[src/rtl/sd_filter_pkg.sv]
// -----------------------------------------------------------------------------
// sd_filter_pkg
// Shared definitions for the sigma-delta transmit and receive paths:
//   - sd_filter_cfg_t    : configuration record of the sd_filter decimator
//   - sd_modulator_cfg_t : configuration record of the sd_modulator
//   - sd_clamp()         : symmetric clamp of a signed value to +/-mag
//   - sd_sat()           : symmetric saturation to a signed width
//   - sd_full_scale()    : full-scale magnitude of a Q1.(w-1) sample
// -----------------------------------------------------------------------------
package sd_filter_pkg;

  // Decimation filter configuration (receive side).
  typedef struct packed {
    int in_w;    // output sample width
    int decim;   // decimation ratio
    int stages;  // CIC order
  } sd_filter_cfg_t;

  // Modulator configuration (transmit side).
  typedef struct packed {
    int in_w;    // input sample width, signed Q1.(in_w-1)
    int osr;     // bit ticks per input sample
    int acc_w;   // integrator width, same LSB weight as the input
    int lim;     // input clamp magnitude
  } sd_modulator_cfg_t;

  // Clamp a signed value into [-mag, +mag].
  function automatic logic signed [63:0] sd_clamp(input logic signed [63:0] value,
                                                  input logic signed [63:0] mag);
    if (value > mag) begin
      return mag;
    end else if (value < -mag) begin
      return -mag;
    end
    return value;
  endfunction

  // Saturate to the symmetric range of a signed word of the given width:
  // +/-(2**(width-1) - 1). The most negative code is never produced, so the
  // two rails have equal magnitude.
  function automatic logic signed [63:0] sd_sat(input logic signed [63:0] value,
                                                input int width);
    return sd_clamp(value, (64'sd1 <<< (width - 1)) - 64'sd1);
  endfunction

  // Magnitude of +FS for a Q1.(in_w-1) sample.
  function automatic logic signed [63:0] sd_full_scale(input int in_w);
    return 64'sd1 <<< (in_w - 1);
  endfunction

endpackage

[src/rtl/sd_mod_integrator.sv]
// -----------------------------------------------------------------------------
// sd_mod_integrator
// Saturating accumulator used for both loop integrators of sd_modulator.
// The saturated next value is exported combinationally so the second stage
// and the quantiser can use it within the same tick.
//
// Ports:
//   clk         in   clock
//   aresetn     in   asynchronous active-low reset (accumulator -> 0)
//   clear_i     in   synchronous clear, priority over en_i
//   en_i        in   accumulate enable (bit-rate tick)
//   delta_i     in   signed increment, ACC_W+2 bits
//   acc_next_o  out  sat(acc + delta_i), the value stored when en_i=1
// -----------------------------------------------------------------------------
module sd_mod_integrator
  import sd_filter_pkg::*;
#(
  parameter int ACC_W = 20
) (
  input  logic                    clk,
  input  logic                    aresetn,
  input  logic                    clear_i,
  input  logic                    en_i,
  input  logic signed [ACC_W+1:0] delta_i,
  output logic signed [ACC_W-1:0] acc_next_o
);

  localparam int SUM_W = ACC_W + 2;

  logic signed [ACC_W-1:0] acc_q;
  logic signed [ACC_W-1:0] acc_d;
  logic signed [SUM_W-1:0] sum;

  // NOTE: every variable of an always_comb gets a default before any branch,
  // otherwise a path that skips the assignment infers a latch.
  always_comb begin
    sum        = SUM_W'(acc_q) + delta_i;
    acc_next_o = ACC_W'(sd_sat(64'(sum), ACC_W));
    acc_d      = acc_q;
    if (clear_i) begin
      acc_d = '0;
    end else if (en_i) begin
      acc_d = acc_next_o;
    end
  end

  // NOTE: sequential state uses non-blocking assignments so every register
  // samples pre-edge values, independent of statement or process order.
  always_ff @(posedge clk or negedge aresetn) begin
    if (!aresetn) begin
      acc_q <= '0;
    end else begin
      acc_q <= acc_d;
    end
  end

endmodule

[src/rtl/sd_modulator.sv]
// -----------------------------------------------------------------------------
// sd_modulator
// Second-order single-bit sigma-delta modulator. Signed PCM samples enter a
// one-entry buffer over a valid/ready handshake; each sample is held for OSR
// bit ticks and shaped by two saturating integrators with +/-FS feedback.
// STF = z^-1, NTF = (1 - z^-1)^2.
//
// Ports:
//   clk       in   clock
//   aresetn   in   asynchronous active-low reset
//   ce        in   bit-rate tick; loop, phase and sample load advance only here
//   clear     in   synchronous clear of all state (priority over ce, accept)
//   s_valid   in   input sample valid
//   s_ready   out  buffer empty (registered, no path from s_valid)
//   s_data    in   signed input sample, clamped to +/-LIM on accept
//   sd_out    out  modulator bit (1 -> +FS, 0 -> -FS)
//   sd_valid  out  one-cycle pulse after each ce tick
//   frame     out  high while phase == 0
//   underrun  out  sticky: a sample period began with an empty buffer
// -----------------------------------------------------------------------------
module sd_modulator
  import sd_filter_pkg::*;
#(
  parameter int IN_W  = 16,
  parameter int OSR   = 64,
  parameter int ACC_W = IN_W + 4,
  parameter int LIM   = 3 * 2 ** (IN_W - 3)
) (
  input  logic                   clk,
  input  logic                   aresetn,
  input  logic                   ce,
  input  logic                   clear,
  input  logic                   s_valid,
  output logic                   s_ready,
  input  logic signed [IN_W-1:0] s_data,
  output logic                   sd_out,
  output logic                   sd_valid,
  output logic                   frame,
  output logic                   underrun
);

  localparam sd_modulator_cfg_t CFG = '{in_w: IN_W, osr: OSR, acc_w: ACC_W, lim: LIM};

  localparam int PH_W  = (CFG.osr > 2) ? $clog2(CFG.osr) : 1;
  localparam int SUM_W = CFG.acc_w + 2;

  localparam logic [PH_W-1:0]         PH_LAST = PH_W'(CFG.osr - 1);
  localparam logic signed [SUM_W-1:0] FS      = SUM_W'(sd_full_scale(CFG.in_w));

  // State
  logic [PH_W-1:0]         phase_q,    phase_d;
  logic signed [IN_W-1:0]  buf_q,      buf_d;
  logic                    buf_full_q, buf_full_d;
  logic signed [IN_W-1:0]  x_cur_q,    x_cur_d;
  logic                    sd_out_q,   sd_out_d;
  logic                    sd_valid_q, sd_valid_d;
  logic                    underrun_q, underrun_d;

  // Loop datapath
  logic signed [SUM_W-1:0] fb;
  logic signed [SUM_W-1:0] int1_delta;
  logic signed [SUM_W-1:0] int2_delta;
  logic signed [ACC_W-1:0] int1_next;
  logic signed [ACC_W-1:0] int2_next;

  // Handshake / sequencing
  logic                    accept;
  logic                    period_end;
  logic signed [IN_W-1:0]  s_data_clamped;

  // ---------------------------------------------------------------------------
  // Loop filter: int1_n = sat(int1 + x - fb); int2_n = sat(int2 + int1_n - fb).
  // The feedback is taken from the previous output bit.
  // ---------------------------------------------------------------------------
  always_comb begin
    fb         = sd_out_q ? FS : -FS;
    int1_delta = SUM_W'(x_cur_q) - fb;
    int2_delta = SUM_W'(int1_next) - fb;
  end

  sd_mod_integrator #(
    .ACC_W (CFG.acc_w)
  ) u_int1 (
    .clk        (clk),
    .aresetn    (aresetn),
    .clear_i    (clear),
    .en_i       (ce),
    .delta_i    (int1_delta),
    .acc_next_o (int1_next)
  );

  sd_mod_integrator #(
    .ACC_W (CFG.acc_w)
  ) u_int2 (
    .clk        (clk),
    .aresetn    (aresetn),
    .clear_i    (clear),
    .en_i       (ce),
    .delta_i    (int2_delta),
    .acc_next_o (int2_next)
  );

  // ---------------------------------------------------------------------------
  // Buffer, phase counter, sample load and quantiser.
  // ---------------------------------------------------------------------------
  always_comb begin
    // s_ready is derived from registered state only, so accept never depends
    // combinationally on itself.
    accept         = s_valid && !buf_full_q;
    period_end     = ce && (phase_q == PH_LAST);
    s_data_clamped = IN_W'(sd_clamp(64'(s_data), 64'(CFG.lim)));

    phase_d    = phase_q;
    buf_d      = buf_q;
    buf_full_d = buf_full_q;
    x_cur_d    = x_cur_q;
    sd_out_d   = sd_out_q;
    sd_valid_d = 1'b0;
    underrun_d = underrun_q;

    if (clear) begin
      // A sample offered during clear is dropped.
      phase_d    = '0;
      buf_d      = '0;
      buf_full_d = 1'b0;
      x_cur_d    = '0;
      sd_out_d   = 1'b0;
      underrun_d = 1'b0;
    end else begin
      if (ce) begin
        phase_d    = period_end ? '0 : phase_q + 1'b1;
        sd_out_d   = !int2_next[ACC_W-1];  // int2_n >= 0
        sd_valid_d = 1'b1;
        if (period_end) begin
          if (buf_full_q) begin
            x_cur_d    = buf_q;
            buf_full_d = 1'b0;
          end else begin
            // x_cur keeps the previous sample for another period.
            underrun_d = 1'b1;
          end
        end
      end
      // Only possible when the buffer was empty before this edge, so it never
      // collides with a load; a sample arriving on the boundary of an empty
      // period is used in the following period.
      if (accept) begin
        buf_d      = s_data_clamped;
        buf_full_d = 1'b1;
      end
    end
  end

  // NOTE: the one-entry buffer is an ordinary register, not a RAM, so it is
  // reset with the rest of the state; only real memory arrays skip reset.
  always_ff @(posedge clk or negedge aresetn) begin
    if (!aresetn) begin
      phase_q    <= '0;
      buf_q      <= '0;
      buf_full_q <= 1'b0;
      x_cur_q    <= '0;
      sd_out_q   <= 1'b0;
      sd_valid_q <= 1'b0;
      underrun_q <= 1'b0;
    end else begin
      phase_q    <= phase_d;
      buf_q      <= buf_d;
      buf_full_q <= buf_full_d;
      x_cur_q    <= x_cur_d;
      sd_out_q   <= sd_out_d;
      sd_valid_q <= sd_valid_d;
      underrun_q <= underrun_d;
    end
  end

  assign s_ready  = !buf_full_q;
  assign sd_out   = sd_out_q;
  assign sd_valid = sd_valid_q;
  assign frame    = (phase_q == '0);
  assign underrun = underrun_q;

endmodule

[config.mk]
export PLATFORM = sky130hd
export DESIGN_NAME = sd_modulator
export DESIGN_NICKNAME = d
export VERILOG_FILES = /design/src/rtl/sd_filter_pkg.sv /design/src/rtl/sd_mod_integrator.sv /design/src/rtl/sd_modulator.sv
export SDC_FILE = /design/constraint.sdc
export NUM_CORES = 1
export LEC_CHECK = 0
export ABC_CLOCK_PERIOD_IN_PS = 17400
export CORE_AREA = 4 4 140 128
export CTS_CLUSTER_DIAMETER = 120
export DETAILED_ROUTE_END_ITERATION = 12
export DIE_AREA = 0 0 144 132
export PLACE_DENSITY = 0.72
export REMOVE_ABC_BUFFERS = 1
export SYNTH_ARGS = -nofsm -noshare
export SYNTH_HDL_FRONTEND = slang
export SYNTH_HIERARCHICAL = 1
export SYNTH_SLANG_ARGS = --single-unit
[constraint.sdc]
create_clock -name clk -period 17.4 [get_ports clk]
set_input_delay 2.61 -clock clk [delete_from_list [all_inputs] [get_ports clk]]
set_output_delay 2.61 -clock clk [all_outputs]
set_load 0.005 [all_outputs]
==> impl_summary.txt <==
----------------------------------------------------
[Status]
  Outcome ... complete, no violations

[Timing]
  Post-route worst hold slack ... 508 ps
  Crit share post-route ... 0.393
  Total setup violations reported at the end of the flow ... 0
  Unrepaired setup endpoints after global routing ... no
  Final setup skew ... 6.31 ps
  Slew Limit Headroom ... 0.413
  Setup ws final ... 10560 ps
  Upper clock frequency limit ... 146 MHz
  Hold Violations, Final ... 0
  Min Clock Period, post-route ... 6840 ps
  Setup Total Neg Slack ... 0 ps
  Slew Limit Fails ... 0
  Slew @ Worst Pin ... 878 ps

[Drt]
  Uppermost signal routing layer after detailed routing ... met4
  Starting DRT DRC Count ... 457
  DRT Wirelength ... 17800 µm
  Met2 Wirelength ... 8090 µm
  Number of vias per cell after detailed routing ... 6.02
  Routed length on met3 ... 765 µm
  Routed vias ... 6125
  Metal-1 WL ... 8640 µm
  Residual DRC count ... 0
  Remaining number of nets flagged by the antenna check after routing ... 0
  Length of the first detailed-routing pass in iterations ... 5
  Routed wire per std cell ... 17.5 µm

[Clock network]
  Clock buffer count from CTS ... 9
  Number of buffers on the longest clock path ... 2
  Insertion delay to the later sink of the worst-skew pair ... 340 ps
  Number of gates resized after cts ... 0
  Post-CTS Hold Buffers ... 0
  Root buffer selected by CTS ... clkbuf_16
  Setup repair bufs after CTS ... 0
  CTS H-tree lvls ... 3
  Worst-path clk slew ... 60 ps
  CTS tree ... built
  Number of sinks handled by clock tree synthesis ... 82

[GRT]
  Global router's overall resource usage ... 0.193
  Largest net degree at the start of global routing ... 74
  Initial antenna violation count ... 0
  Grt total ovfl ... 0
  Number of global-route vias before repair ... 5922
  First-pass GRT wire length ... 30200 µm

[Final layout]
  Total number of nets in the final design ... 877
  Syn-to-layout area delta ... 7.87%
  Antenna Cells ... 0
  Share of final-layout standard cells stronger than drive strength 1 ... 0.118

[Run]
  Max cap viols ... 0

[Critical path]
  Worst R2R Start ... sd_out$_DFFE_PN0N_
  Internal reg-to-reg setup slack ... 10560 ps
  Reg-to-reg endpoint ... u_int2/acc_q[0]$_DFFE_PN0P_
  Worst-path fanout max ... 21
  Launching instance or port of the critical path ... sd_out$_DFFE_PN0N_
  Capturing instance or port of the critical path ... u_int2/acc_q[0]$_DFFE_PN0P_
  Category of the most critical setup path ... flip-flop to flip-flop
  Category of the worst setup path capture point ... flip-flop
  Cell depth of the worst flop-to-flop path ... 25
  Worst endpoint data arrival time ... 7060 ps
  Worst endpoint required time ... 17620 ps
  Startpoint Class ... flip-flop

[Place]
  Post-Place Setup Slack ... 10610 ps
  Final GP Congestion ... 0.858
  HPWL after detailed placement ... 13500 µm
  Quantity of I/O buffers inserted on ports ... 25

[Floorplanning]
  Vert. Die Dim ... 132 µm
  Cell Rows ... 45
  Initial core utilization ... 0.438
  I/O pin cnt ... 26
  Area of the die ... 19000 µm²
  Core region area ... 16600 µm²
  Floorplan die width ... 144 µm

[Synth]
  Synth Cell Area ... 7270 µm²
  Synthesized instance count ... 792
  YS warnings ... 6
  Avg Cell Area, Syn ... 9.18 µm²

[Min path]
  Start point of the worst min-delay path ... buf_q[3]$_DFFE_PN0P_
  Hold/Removal Path Class ... flip-flop to flip-flop

----------------------------------------------------
[worst max-delay path, cell delays in order (launching register included)]
cell      delay [ps]
dfrtp_1          590
inv_1             90
ha_1             350
xor2_1           390
ha_1             370
a21o_2           240
a211o_2          350
a41oi_1          210
a311oi_2          80
xor2_1           160
buf_4            210
o21a_1           280
o21a_4           270
ha_1             330
nand2_1           60
o21ai_0          250
nor2b_1          100
ha_1             410
a21o_1           250
a211oi_4         350
nor3_1            80
a21oi_1          300
o41ai_4          200
o22ai_4          340
o21ai_2          120
o41a_1           320
[registers in the layout, indices dropped and copies added (netlist names)]
signal / count
buf_q: 16
buf_full_q: 1
x_cur_q: 16
u_int2/acc_q: 20
phase_q: 6
sd_out: 1
underrun: 1
u_int1/acc_q: 20
sd_valid: 1
[per-stage QoR]
step,cell area (µm²),util,cells
after global placement,7550,0.454,1001
after detailed placement,7550,0.454,1001
after CTS,7840,0.472,1017
after global routing,7840,0.472,1017
final,7840,0.472,1017
after floorplan,7000,-,760
[routing by layer]
layer / GRT usage / up-vias
met4: 0.0429 / 0
met3: 0.0352 / 21
met1: 0.282 / 2964
li1: - / 2984
met5: 0 / -
met2: 0.296 / 156
[worst min-delay path by stage]
| stage | to | slack, ps | cells after the start |
|---|---|---|---|
| after floorplan | u_int2/acc_q[10]$_DFFE_PN0P_ | 450 | 2 |
| after global placement | buf_q[3]$_DFFE_PN0P_ | 490 | 1 |
| after detailed placement | u_int2/acc_q[7]$_DFFE_PN0P_ | 490 | 1 |
| after CTS | u_int2/acc_q[9]$_DFFE_PN0P_ | 510 | 1 |
| after global routing | buf_q[2]$_DFFE_PN0P_ | 520 | 1 |
| final | buf_q[3]$_DFFE_PN0P_ | 510 | 1 |
[layout make-up]
type                       count  area, µm²
clock buffer                  10        239
clock inverter                 6       51.3
fill                        1531       8770
inverter                      22       82.6
multi-input combinational    656       4870
sequential                    82       2050
tap                          211        264
timing repair buffer          30        280
[cell usage in the layout (no fill, tap or decap), types with 7 or more instances in the layout]
master,count
a211oi_1,8
a21o_1,12
a21oi_1,53
a21oi_2,7
a22o_1,23
a22oi_1,7
and2_1,8
clkbuf_16,9
clkdlybuf4s50_1,23
dfrtp_1,82
ha_1,52
inv_1,21
mux2i_1,19
nand2_1,55
nand2b_1,39
nand4_1,7
nor2_1,79
nor3_1,18
o211ai_1,19
o21a_1,22
o21ai_0,27
o21ai_1,14
or2_2,7
xnor2_1,12
xor2_1,24
Power is not shown: default switching activity piles up to over one toggle a cycle in this logic, so the estimate is an artifact.
